===== src/rtl/lite16_pkg.sv =====
// LITE-16 shared definitions: opcodes, control-unit state encoding, ALU
// function codes and the decoded-instruction bundle.
package lite16_pkg;

  // Opcode field IR[15:12]
  localparam logic [3:0] OP_NOP = 4'h0;
  localparam logic [3:0] OP_ADD = 4'h1;
  localparam logic [3:0] OP_SUB = 4'h2;
  localparam logic [3:0] OP_AND = 4'h3;
  localparam logic [3:0] OP_OR  = 4'h4;
  localparam logic [3:0] OP_XOR = 4'h5;
  localparam logic [3:0] OP_LDI = 4'h6;
  localparam logic [3:0] OP_CMP = 4'h7;
  localparam logic [3:0] OP_JEQ = 4'h8;
  localparam logic [3:0] OP_JMP = 4'h9;
  localparam logic [3:0] OP_HLT = 4'hF;

  // Control-unit sequencing states
  typedef enum logic [2:0] {
    ST_FETCH  = 3'd0,
    ST_DECODE = 3'd1,
    ST_EXEC   = 3'd2,
    ST_WB     = 3'd3,
    ST_HALT   = 3'd4
  } state_t;

  // ALU function select codes
  localparam logic [2:0] ALU_ADD   = 3'd0;
  localparam logic [2:0] ALU_SUB   = 3'd1;
  localparam logic [2:0] ALU_AND   = 3'd2;
  localparam logic [2:0] ALU_OR    = 3'd3;
  localparam logic [2:0] ALU_XOR   = 3'd4;
  localparam logic [2:0] ALU_PASSB = 3'd5;

  // Everything the sequencer needs to know about the instruction in the IR
  typedef struct packed {
    logic [2:0] alu_op;
    logic       alu_src_imm;
    logic       writes_rd;
    logic       is_cmp;
    logic       is_jeq;
    logic       is_jmp;
    logic       is_hlt;
    logic       is_illegal;
  } dec_t;

  // Immediate is the low IR byte, zero-extended to the datapath width
  function automatic logic [15:0] zext_imm(input logic [7:0] imm8);
    return {8'h00, imm8};
  endfunction

endpackage


===== src/rtl/control_unit_instr_decoder.sv =====
// Purely combinational opcode decoder for the LITE-16 control unit.
module instr_decoder
  import lite16_pkg::*;
(
  input  logic [15:0] ir,
  output dec_t        dec
);

  logic [3:0] op_s;

  assign op_s = ir[15:12];

  // Map the opcode to ALU select and sequencing qualifiers
  always_comb begin
    dec = '0;
    dec.alu_op = ALU_ADD;
    case (op_s)
      OP_NOP: dec.alu_op = ALU_ADD;
      OP_ADD: begin dec.alu_op = ALU_ADD; dec.writes_rd = 1'b1; end
      OP_SUB: begin dec.alu_op = ALU_SUB; dec.writes_rd = 1'b1; end
      OP_AND: begin dec.alu_op = ALU_AND; dec.writes_rd = 1'b1; end
      OP_OR:  begin dec.alu_op = ALU_OR;  dec.writes_rd = 1'b1; end
      OP_XOR: begin dec.alu_op = ALU_XOR; dec.writes_rd = 1'b1; end
      OP_LDI: begin
        dec.alu_op      = ALU_PASSB;
        dec.alu_src_imm = 1'b1;
        dec.writes_rd   = 1'b1;
      end
      OP_CMP: begin dec.alu_op = ALU_SUB; dec.is_cmp = 1'b1; end
      OP_JEQ: dec.is_jeq = 1'b1;
      OP_JMP: dec.is_jmp = 1'b1;
      OP_HLT: dec.is_hlt = 1'b1;
      4'hA, 4'hB, 4'hC, 4'hD, 4'hE: dec.is_illegal = 1'b1;
      default: dec.is_illegal = 1'b1;
    endcase
  end

endmodule


===== src/rtl/control_unit.sv =====
// LITE-16 multi-cycle control unit: instruction register, compare flag,
// FETCH/DECODE/EXEC/WB sequencer and registered regfile/ALU/PC controls.
module control_unit
  import lite16_pkg::*;
#(
  parameter state_t RESET_STATE = ST_FETCH
) (
  input  logic        clk,
  input  logic        rst,
  input  logic [15:0] instruction,
  input  logic [15:0] rs_data,
  input  logic [15:0] rt_data,
  output logic [3:0]  rs_addr,
  output logic [3:0]  rt_addr,
  output logic [3:0]  rd_addr,
  output logic [2:0]  alu_op,
  output logic        alu_src_imm,
  output logic [15:0] imm,
  output logic        reg_we,
  output logic        pc_en,
  output logic        jmp,
  output logic        cmp,
  output logic        halted,
  output logic        illegal
);

  state_t      state_q, state_d;
  logic [15:0] ir_q, ir_d;
  logic        flag_q, flag_d;
  logic        illegal_q, illegal_d;
  logic        halted_q, halted_d;
  logic        reg_we_q, reg_we_d;
  logic        pc_en_q, pc_en_d;
  logic        jmp_q, jmp_d;
  logic        cmp_q, cmp_d;
  logic [2:0]  alu_op_q, alu_op_d;
  logic        alu_src_imm_q, alu_src_imm_d;
  logic        wb_next_s;
  dec_t        dec_s;

  instr_decoder u_dec (
    .ir  (ir_q),
    .dec (dec_s)
  );

  // Register-address and immediate fields come straight from the IR flops
  assign rd_addr     = ir_q[11:8];
  assign rs_addr     = ir_q[7:4];
  assign rt_addr     = ir_q[3:0];
  assign imm         = zext_imm(ir_q[7:0]);
  assign alu_op      = alu_op_q;
  assign alu_src_imm = alu_src_imm_q;
  assign reg_we      = reg_we_q;
  assign pc_en       = pc_en_q;
  assign jmp         = jmp_q;
  assign cmp         = cmp_q;
  assign halted      = halted_q;
  assign illegal     = illegal_q;

  // Next-state, IR/flag update and next-cycle strobes (outputs are registered,
  // so every strobe is derived from the state being entered)
  always_comb begin
    state_d       = state_q;
    ir_d          = ir_q;
    flag_d        = flag_q;
    alu_op_d      = dec_s.alu_op;
    alu_src_imm_d = dec_s.alu_src_imm;
    case (state_q)
      ST_FETCH: begin
        state_d = ST_DECODE;
        ir_d    = instruction;
      end
      ST_DECODE: state_d = ST_EXEC;
      ST_EXEC: begin
        state_d = ST_WB;
        if (dec_s.is_cmp) begin
          flag_d = (rs_data == rt_data);
        end else begin
          flag_d = flag_q;
        end
      end
      ST_WB: begin
        if (dec_s.is_hlt) begin
          state_d = ST_HALT;
        end else begin
          state_d = ST_FETCH;
        end
      end
      ST_HALT: state_d = ST_HALT;
      default: state_d = ST_HALT;
    endcase

    wb_next_s = (state_d == ST_WB);
    reg_we_d  = wb_next_s && dec_s.writes_rd;
    pc_en_d   = wb_next_s;
    jmp_d     = wb_next_s && (dec_s.is_jeq || dec_s.is_jmp);
    if (wb_next_s && dec_s.is_jmp) begin
      cmp_d = 1'b1;
    end else begin
      cmp_d = flag_d;
    end
    halted_d  = (state_d == ST_HALT);
    illegal_d = illegal_q || ((state_d == ST_EXEC) && dec_s.is_illegal);
  end

  // Sequencer state, IR, flag and registered control outputs
  always_ff @(posedge clk or negedge rst) begin
    if (!rst) begin
      state_q       <= RESET_STATE;
      ir_q          <= 16'h0000;
      flag_q        <= 1'b0;
      illegal_q     <= 1'b0;
      halted_q      <= 1'b0;
      reg_we_q      <= 1'b0;
      pc_en_q       <= 1'b0;
      jmp_q         <= 1'b0;
      cmp_q         <= 1'b0;
      alu_op_q      <= ALU_ADD;
      alu_src_imm_q <= 1'b0;
    end else begin
      state_q       <= state_d;
      ir_q          <= ir_d;
      flag_q        <= flag_d;
      illegal_q     <= illegal_d;
      halted_q      <= halted_d;
      reg_we_q      <= reg_we_d;
      pc_en_q       <= pc_en_d;
      jmp_q         <= jmp_d;
      cmp_q         <= cmp_d;
      alu_op_q      <= alu_op_d;
      alu_src_imm_q <= alu_src_imm_d;
    end
  end

endmodule

===== config.mk =====
export PLATFORM = sky130hd
export DESIGN_NAME = control_unit
export DESIGN_NICKNAME = d
export VERILOG_FILES = /design/src/rtl/lite16_pkg.sv /design/src/rtl/control_unit_instr_decoder.sv /design/src/rtl/control_unit.sv
export SDC_FILE = /design/constraint.sdc
export NUM_CORES = 1
export LEC_CHECK = 0
export ABC_AREA = 1
export BUFFER_PORTS_ARGS = -buffer_cell sky130_fd_sc_hd__buf_2
export CORE_MARGIN = 4
export CORE_UTILIZATION = 50
export CTS_BUF_LIST = sky130_fd_sc_hd__clkbuf_8
export DETAILED_ROUTE_END_ITERATION = 10
export PLACE_DENSITY = 0.94
export SLEW_MARGIN = 25
export SYNTH_ARGS = -nofsm -noshare
export SYNTH_HDL_FRONTEND = slang
export SYNTH_SLANG_ARGS = --single-unit

===== constraint.sdc =====
create_clock -name clk -period 3.9 [get_ports clk]
set_input_delay 0 -clock clk [delete_from_list [all_inputs] [get_ports clk]]
set_output_delay 0 -clock clk [all_outputs]
set_load 0.03 [all_outputs]

; ---- After elaboration in Yosys (flattened, before gate mapping)
; Cells that the tools add are included.
; W data, S select, Z words.
[op_classes]
addsub = 0
bitwise = 0
muxes = 13
n_shift = 0
reduce_logical = 10
mul = 0
magnitude_cmp = 0
n_eq_ne = 22
n_div = 0
[op_table]
columns = cell, n
row1 = $eq A4 B4 Y1 const B, 8
row2 = $eq A16 B16 Y1, 1
row3 = $eq A4 B3 Y1 const B, 4
row4 = $pmux W3 S5, 1
row5 = $eq A3 B2 Y1 const B, 4
row6 = $pmux W3 S4, 1
row7 = $mux W1, 10
row8 = $eq A4 B2 Y1 const B, 2
row9 = $reduce_or A6 Y1, 1
row10 = $reduce_or A5 Y1, 1
row11 = $eq A4 B1 Y1 const B, 1
row12 = $logic_and A1 B1 Y1, 4
row13 = $eq A3 B1 Y1 const B, 1
row14 = $eq A3 B3 Y1 const B, 1
row15 = $logic_not A3 Y1, 1
row16 = $mux W3, 1
row17 = $logic_or A1 B1 Y1, 2
row18 = $reduce_or A2 Y1, 1
[totals]
memories = 0
ramBits = 0
latchBits = 0
ff_bits = 30
in_bits = 50
wordCells = 56
mem_bits_ro = 0

; ---- Depth between registers and ports, before layout
; Gate-level depths: netlist of the first run.
[depth]
word_depth = 7
depth_mapped = 8
mapped_depth_nobuf = 8

; ---- Hierarchy
; A second synthesis of the first run with hierarchy kept.
[hier_totals]
hier_cells = 198
area_unflattened_um2 = 1719.1
[by_module_without_submodules]
columns = module, n_inst, area_each_um2, cells_each
row1 = control_unit, 1, 1592.8, 167
row2 = instr_decoder, 1, 126.4, 31

; ---- Worst setup path before layout of the first run
; OpenSTA, ideal clock, no wires.
[synth_timing]
path_kind = flip-flop to flip-flop
from = register state_q[0]
to = register ir_q[10]
setup_slack_ns = 2.680
path_buffers = 1
stages_incl_launch_ff = 5
period_less_slack_ns = 1.220
arrival_time_ns = 1.095
t_required_ns = 3.775
path_cell_list = dfrtp_1 > nor2_2 > nand2_4 > buf_6 > mux2_4
[synth_between]
elab_chain_len = 1
[synth_rtl]
columns = item, line
row1 = from (decl), control_unit.sv:27  ; state_t state_q, state_d;
row2 = from (signal assigned), control_unit.sv:121  ; state_q <= state_d;
row3 = $logic_not A3 Y1, control_unit.sv:68  ; case (state_q)
row4 = to (signal assigned), control_unit.sv:122  ; ir_q <= ir_d;
row5 = to (decl), control_unit.sv:28  ; logic [15:0] ir_q, ir_d;
; No other way between the ends.
; A chain may end at the register's enable or synchronous reset.

; ---- Worst setup path in the final report of the first run
[layout_timing]
from = register ir_q[15]
to = register cmp_q (netlist: cmp)
[layout_between]
elab_chain_len = 7
word_cells_on_any_way = 13
cone_classes = eq/ne (4) / mux (8) / reduce/logical (1)
[layout_rtl]
columns = item, line
row1 = $eq A4 B4 Y1, control_unit_instr_decoder.sv:17  ; case (op_s)
row2 = $mux W1, control_unit_instr_decoder.sv:17
row3 = $mux W3, control_unit.sv:83  ; if (dec_s.is_hlt) begin
row4 = $pmux W3 S4, control_unit.sv:68
row5 = $eq A3 B2 Y1, control_unit.sv:93  ; wb_next_s = (state_d == ST_WB);
row6 = $logic_and A1 B1 Y1, control_unit.sv:97  ; if (wb_next_s && dec_s.is_jmp) begin
row7 = $mux W1 (*), control_unit.sv:97
row8 = named net cmp_d, control_unit.sv:35  ; logic cmp_q, cmp_d;
row9 = to (signal assigned), control_unit.sv:129  ; cmp_q <= cmp_d;
row10 = to (decl), control_unit.sv:35
; Mark *: on every way through the listed nets, which the timed path passes. The rest lies on a longest branch.

==> impl_metrics.yaml, run 1 <==
critical_path:
  reg2reg_to: "cmp"
  critPathArrivalTime_ns: 1.47
  end_kind: "flip-flop"
  critPathLaunch: "ir_q[15]"
  crit_end: "cmp"
  required_ns: 4.11
  cp-start-kind: "flip-flop"
  r2r_start: "ir_q[15]"
  rrSetupSlack_ns: 2.63
  rr_worst_depth: 7
  cp_max_fo: 4
  worstSetupPathType: "flip-flop to flip-flop"
power:
  leakagePower_nw: 1.25
  power_density_nw_per_um2: 758
  power_mw: 1.65
  peakVddDrop_mv: 0.517
detailed_routing:
  drc_errors: 0
  drt-total-wl_um: 3580
  top_layer: "met4"
  viasPerCell: 4.36
  wl_met1_um: 1280
  wl_met3_um: 193
  drt_iter0_drc: 54
  routedWlPerCell_um: 11.2
  ant_nets: 0
  num_vias: 1394
  wl_met2_um: 2050
  drt_pass1_iterations: 4
floorplan:
  rows: 20
  die_width_um: 65.7
  ios: 88
  floorplan.initialDensity_pct: 53.2
  core_area_sq_um: 3130
  die-area_sq_um: 4320
  die_h_um: 65.7
global_route:
  grt_pass1_wl_um: 5690
  grt_max_degree: 31
  gr-total-overflow: 0
  antenna_found_initial: 0
  grt_usage_pct: 17.0
  grt_pass1_vias: 1338
placed_design:
  numPortBuffers: 79
  dp_hpwl_um: 2760
  dpl_worst_slack_ns: 2.66
  dpl-instance-area_sq_um: 1920
  place_congestion: 0.811
clocking:
  cts_root_buf: "clkbuf_8"
  post_cts_resized: 0
  clockBufferDepth: 2
  cts_max_level: 2
  cts_tree: "built"
  clk_latency_ns: 0.27
  numCtsBuffers: 5
  clk_pin_slew_ns: 0.06
  cts.sinks: 30
layout:
  diodes: 0
  final_cell_area_sq_um: 2170
  layout-drive-gt1-share_pct: 37.7
  area_growth_pct: 30.7
  layout_common_cells: "79 x buf_2, 46 x nand2_1, 30 x dfrtp_1"
  layout_commonest_cell: "buf_2"
  layout.nets: 325
timing:
  slew_headroom_pct: 57.4
  max_freq_mhz: 790
  hold_viol_final: 0
  setup_viol: 0
  rsz0062_at_grt: "no"
  finalCriticalPeriod_ns: 1.27
  finalWorstSetupSlack_ns: 2.63
  drv_slew: 0
  tns_ns: 0
  tightestPinTransition_ns: 0.639
  fin_crit_sh_pct: 32.5
  skew_ns: 0.00732
yosys:
  syn-instance-count: 195
  ys_seq_area_share_pct: 45.1
  avgSynthCellArea_sq_um: 8.53
  ys_seq_elements: 30
  synth_area_sq_um: 1660
  synth_warnings: 0
  synth.distinct_cells: 18
outcome:
  status: "complete, no violations"
min_path:
  whs_path_depth: 3
  hp-class: "input port to flip-flop"
flow_run:
  maxCapViolations: 0
==> cell type report <==
cell class                      instances  area, sq um
Fill cell                             240          953
Sequential cell                        30          751
Multi-Input combinational cell        115          613
Timing Repair Buffer                   95          556
Inverter                               28          105
Clock buffer                            6         82.6
Tap cell                               44         55.1
Clock inverter                          2         12.5
==> cell usage after synthesis <==
cell type	number	area, sq um
nand3_1	6	30.0
a21boi_0	1	7.51
nor2_1	23	86.3
nor2_2	1	6.26
buf_4	28	210
buf_6	1	11.3
o21bai_1	1	7.51
o21ai_0	3	15.0
mux2_2	9	101
mux2_4	4	60.1
xnor2_1	4	35.0
nand2_1	46	173
inv_1	28	105
nor3_2	2	20.0
nand2_4	1	11.3
a21oi_1	6	30.0
dfrtp_1	30	751
conb_1	1	3.75
==> timing repair <==
action                                 in CTS  in global routing
hold buffers                               16                  0
endpoints found under the hold margin      45                  0
buffers inserted                            0                  0
==> state kept, by name (all words and copies together) (netlist names) <==
register	cells
flag_q	1
pc_en	1
jmp	1
state_q	3
halted	1
reg_we	1
ir_q	16
cmp	1
illegal	1
alu_op	3
alu_src_imm	1
==> power by group <==
group	switching [mW]	internal [mW]
clock	0.109	0.141
sequential	0.0976	0.454
combinational	0.552	0.295
==> stage by stage <==
step / hold WS (ns) / cells / utilization [%]
finish: 0.00771 / 320 / 69.5
global placement: 0.0472 / 296 / 61.4
detailed placement: 0.0602 / 296 / 61.4
floorplan: -0.296 / 202 / -
global route: 0.0171 / 320 / 69.5
CTS: 0.00850 / 320 / 69.5
==> cells by family after synthesis <==
family                    count (synthesis)  synth area share (%)
AOI/OAI and AO/OA                        11                  3.61
xor gates and xnor gates                  4                  2.11
buffers and inverters                    57                  19.6
DFF                                      30                  45.1
muxes                                    13                  9.70
other                                     1                 0.225
and+or+nand+nor                          79                  19.6
==> worst min path at each step <==
stage / to / start / slack (ns)
detailed placement: ir_q[0] / rst / 0.06
global route: ir_q[13] / instruction[13] / 0.02
floorplan: alu_op[0] / rst / -0.30
finish: ir_q[13] / instruction[13] / 0.008
global placement: ir_q[0] / rst / 0.05
CTS: ir_q[13] / instruction[13] / 0.008
==> layer usage <==
metal	up-vias	global-route usage (%)
li1	715	-
met5	-	0
met4	0	5.70
met2	40	31.2
met1	633	19.5
met3	6	3.59
==> critical path, cell delays in order, from the launching register on <==
cell and delay [ns]:
dfrtp_1 0.42, inv_1 0.15, nand2_1 0.12, nor2_1 0.11, nand2_1 0.09, nor2_1 0.12
nand3_1 0.10, nand3_1 0.08
No activity file was read; power rests on OpenSTA's default activity.
==> inputs of run 2 (changes only) <==
ABC_AREA = 0   (was 1)
CORE_UTILIZATION = 46   (was 50)
PLACE_DENSITY = 0.89   (was 0.94)
clock period = 1.2 ns   (was 3.9 ns; I/O delays follow)
==> impl_metrics.yaml, run 2 <==
outcome:
  status: "finished with violations"
  violations: "negative setup slack"
layout:
  top_register: "ir_q"
  diodes: 0
  layout_common_cells: "79 x buf_2, 29 x dfrtp_1, 17 x dlygate4sd3_1"
  layout_commonest_cell: "buf_2"
  final_cell_area_sq_um: 2250
  area_growth_pct: 42.7
  fin_cells: 275
  layout-drive-gt1-share_pct: 58.4
  largest_register_ffs: 16
  layout.nets: 281
critical_path:
  r2r_start: "state_q[2]"
  end_kind: "flip-flop"
  reg2reg_to: "cmp"
  required_ns: 1.41
  cp_max_fo: 2
  cp-start-kind: "flip-flop"
  worstSetupPathType: "flip-flop to flip-flop"
  rrSetupSlack_ns: -0.41
  critPathArrivalTime_ns: 1.83
  rr_worst_depth: 5
placed_design:
  dp_hpwl_um: 2460
  dpl-instance-area_sq_um: 1910
  place_congestion: 0.788
  numPortBuffers: 79
  dp.cells: 247
timing:
  finalCriticalPeriod_ns: 1.61
  finalWorstSetupSlack_ns: -0.412
  holdWs_ns: 0.126
  tns_ns: -4.92
  rsz0062_at_grt: "yes"
  setup_viol: 19
  fin_crit_sh_pct: 134
  hold_viol_final: 0
  drv_slew: 0
  max_freq_mhz: 620
  skew_ns: 0.00382
global_route:
  grt_max_degree: 15
  antenna_found_initial: 0
  grt_pass1_vias: 1249
  grt_pass1_wl_um: 5440
  grt_usage_pct: 17.0
  gr-total-overflow: 0
yosys:
  synth_warnings: 0
  ys_seq_area_share_pct: 47.7
  synth_area_sq_um: 1570
  synth_area_leaders: "dfrtp_1 48%, buf_4 14%, mux2_2 11%, xnor2_1 5.6%, xor2_1 4.5%"
  avgSynthCellArea_sq_um: 11.7
  ys_async_sr_fraction_pct: 100
  yosysMostFrequentCell: "dfrtp_1"
  yosysTopAreaCellShare_pct: 47.7
  synth_edf_count: 0
  synth_area_leader_cell: "dfrtp_1"
  ys_seq_elements: 30
  ys_top_cells_by_count: "30 x dfrtp_1, 29 x buf_4, 16 x mux2_2, 10 x xnor2_1, 8 x xor2_1"
  synth.distinct_cells: 29
  syn-instance-count: 135
  ys.flop_type: "dfrtp_1"
min_path:
  min_from: "rs_data[6]"
  hp-class: "input port to flip-flop"
  whs_path_depth: 5
  min_to: "flag_q"
detailed_routing:
  num_vias: 1278
  drt-total-wl_um: 3520
  ant_nets: 0
  drt_pass1_iterations: 4
  drc_errors: 0
  drt_iter0_drc: 21
  viasPerCell: 4.65
  routedWlPerCell_um: 12.8
power:
  leakagePower_nw: 1.14
  power_density_nw_per_um2: 2670
  power_mw: 6.00
  peakVddDrop_mv: 0.923
floorplan:
  die_width_um: 66.5
  rows: 20
  floorplan.initialDensity_pct: 49.9
  die-area_sq_um: 4420
  ios: 88
  die_h_um: 66.5
  core_area_sq_um: 3150
clocking:
  clockBufferDepth: 2
  cts.sinks: 30
  clk_latency_ns: 0.28
  cts_tree: "built"
  numCtsBuffers: 5
  cts_root_buf: "clkbuf_8"
  clk_pin_slew_ns: 0.06
  cts_max_level: 2
flow_run:
  maxCapViolations: 0
-- run 2: cell type report --
cell class,instances,area (sq um)
fillers,232,907
flip-flops and latches,30,752
repair buffers,115,723
multi-input cells,78,626
clock buffers,6,82.6
well taps,44,55.1
clock inverters,1,3.75
inverters,1,3.75
-- run 2: worst max path at each step --
stage | from | to | slack, ns
after floorplan | state_q[0] | cmp | -0.43
after global placement | state_q[0] | cmp | -0.39
after detailed placement | state_q[0] | flag_q | -0.42
after CTS | state_q[2] | flag_q | -0.41
after global routing | state_q[2] | flag_q | -0.45
final | state_q[2] | cmp | -0.41
-- run 2: cell families (layout without fill, tap and decap cells) --
| group | after synthesis | count (layout) | synth area share (%) |
|---|---|---|---|
| AOI/OAI and AO/OA | 5 | 5 | 2.78 |
| xor gates and xnor gates | 18 | 18 | 10.0 |
| buffers and inverters | 34 | 123 | 16.4 |
| DFF | 30 | 30 | 47.7 |
| muxes | 16 | 16 | 11.4 |
| other | 1 | 8 | 0.238 |
| and+or+nand+nor | 31 | 31 | 11.4 |
-- run 2: layer usage --
layer  global-route usage (%)  vias up  routed length, um
li1                         -      604                  -
met1                     18.0      582               1360
met2                     28.1       86               1600
met3                     7.76        6                486
met4                     9.14        0                 75
met5                        0        -                  0
-- run 2: stage by stage --
stage               setup slack, ns  util, %
global route                 -0.450     71.2
floorplan                    -0.432        -
detailed placement           -0.415     60.6
finish                       -0.412     71.2
global placement             -0.391     60.6
CTS                          -0.405     70.0
-- run 2: where the power goes --
group	internal [mW]	leakage, nW	switching (mW)
Combinational	1.44	0.732	2.03
Sequential	1.50	0.361	0.254
Clock	0.445	0.0485	0.333
Total	3.39	1.14	2.62
-- run 2: worst max-delay path: stages, from the launching register on --
cell and delay [ns]:
dfrtp_1 0.41, nor2_4 0.13, nand2_2 0.07, or3_4 0.33, or4_4 0.53, nand3_2 0.08
-- run 2: what timing repair did --
| item | 4_1_cts | 5_1_grt |
|---|---|---|
| pin swaps | 4 | 2 |
| endpoints found under the hold margin | 46 | 0 |
| buffers inserted | 1 | 3 |
| resized for setup | 7 | 6 |
| cloned | 1 | 0 |
| hold buffers | 17 | 0 |
| setup endpoints to repair | 18 | 20 |
==> inputs of run 3 (changes only) <==
CORE_UTILIZATION = 49   (was 46)
PLACE_DENSITY = 0.93   (was 0.89)
clock period = 2 ns   (was 1.2 ns; I/O delays follow)
==> impl_metrics.yaml, run 3 (same netlist as run 2, synthesis figures left out) <==
outcome:
  status: "complete, no violations"
global_route:
  antenna_found_initial: 0
  grt_usage_pct: 16.2
  gr-total-overflow: 0
  grt_max_degree: 31
  grt_pass1_vias: 1214
  grt_pass1_wl_um: 5110
timing:
  skew_ns: 0.00270
  finalCriticalPeriod_ns: 1.73
  max_freq_mhz: 579
  fin_crit_sh_pct: 86.3
  finalWorstSetupSlack_ns: 0.273
  holdWs_ns: 0.114
  tns_ns: 0
  rsz0062_at_grt: "no"
  setup_viol: 0
  hold_viol_final: 0
  slew_headroom_pct: 58.4
  tightestPinTransition_ns: 0.624
  drv_slew: 0
critical_path:
  end_kind: "flip-flop"
  rrSetupSlack_ns: 0.27
  path_depth: 5
  slowest_delay_ns: 0.55
  cp_cell_sequence: "nor2_4 > nand2_2 > or3_1 > or4_4 > nand3_2"
  path_buf_inv: 0
  cp_slowest_cell: "or4_4"
  reg2reg_to: "cmp"
  required_ns: 2.22
  worstSetupPathType: "flip-flop to flip-flop"
  critPathLaunch: "state_q[2]"
  cp-start-kind: "flip-flop"
  r2r_start: "state_q[2]"
  crit_end: "cmp"
  crit_family: "simple AND/OR/NAND/NOR gates"
  rr_worst_depth: 5
  critPathArrivalTime_ns: 1.94
  cp_max_fo: 5
detailed_routing:
  drc_errors: 0
  viasPerCell: 4.59
  drt_iter0_drc: 30
  drt_pass1_iterations: 4
  num_vias: 1189
  drt-total-wl_um: 3110
  ant_nets: 0
  routedWlPerCell_um: 12.0
clocking:
  clockBufferDepth: 2
  cts_tree: "built"
  clk_pin_slew_ns: 0.06
  cts_max_level: 2
  clk_latency_ns: 0.27
  numCtsBuffers: 5
  cts_root_buf: "clkbuf_8"
  post_cts.repair.setup_buffers: 0
  cts.sinks: 30
layout:
  area_growth_pct: 31.2
  layout_commonest_cell: "buf_2"
  fin_cells: 259
  multi_input_area_sq_um: 592
  largest_register_ffs: 16
  diodes: 0
  fillers: 238
  layout.nets: 265
  top_register: "ir_q"
  layout_common_cells: "79 x buf_2, 30 x dfrtp_1, 17 x dlygate4sd3_1"
  layout-drive-gt1-share_pct: 52.1
  ff_latch_area_sq_um: 751
floorplan:
  rows: 20
  ios: 88
  die-area_sq_um: 4180
  core_area_sq_um: 3050
  die_h_um: 64.7
  floorplan.initialDensity_pct: 51.6
  die_width_um: 64.7
power:
  power_density_nw_per_um2: 1560
  leakagePower_nw: 1.05
  peakVddDrop_mv: 0.540
  power_mw: 3.23
placed_design:
  dpl_worst_slack_ns: 0.281
  numPortBuffers: 79
  dp.cells: 235
  place_congestion: 0.722
  dp_hpwl_um: 2300
min_path:
  hp-class: "input port to flip-flop"
flow_run:
  maxCapViolations: 0
## run 3: worst min-delay path, delay by kind of cell
kind                      cells  cell delay (ns)
xor gates and xnor gates      1             0.05
buffers and inverters         1             0.08
and+or+nand+nor               3             0.21
## run 3: how the worst min path moves through the flow
stage,start,endpoint,slack [ns],cells after the start
3_3_place_gp,rst,ir_q[11],0.05,1
4_1_cts,rs_data[0],flag_q,0.11,5
2_1_floorplan,rst,alu_op[0],-0.30,0
3_5_place_dp,rst,ir_q[11],0.06,1
6_report,rs_data[0],flag_q,0.11,5
5_1_grt,rs_data[0],flag_q,0.13,5
## run 3: per-stage QoR
step / cell area (sq um) / utilization, %
global placement: 1820 / 59.6
detailed placement: 1820 / 59.6
global route: 2070 / 67.7
floorplan: 1600 / -
finish: 2070 / 67.7
CTS: 2070 / 67.7
## run 3: cell type report
cell class	instances	area share [%]
inverter	1	0.182
tap	44	2.67
clock buffer	5	3.33
multi-input combinational	78	28.6
sequential	30	36.3
clock inverter	2	0.363
timing repair buffer	99	28.5
## run 3: layer usage
metal	routed length [um]	track usage (%)
met1	1110	16.0
met2	1550	29.9
met3	404	6.07
met4	53	7.12
met5	0	0
## run 3: where the power goes
group | internal [mW] | switching (mW)
combinational | 0.653 | 1.03
sequential | 0.894 | 0.229
clock | 0.228 | 0.193
total | 1.78 | 1.46
## run 3: what timing repair did
action | in CTS | in global routing
gates resized for setup | 0 | 0
hold endpoints to repair | 46 | 0
hold buffers | 17 | 0
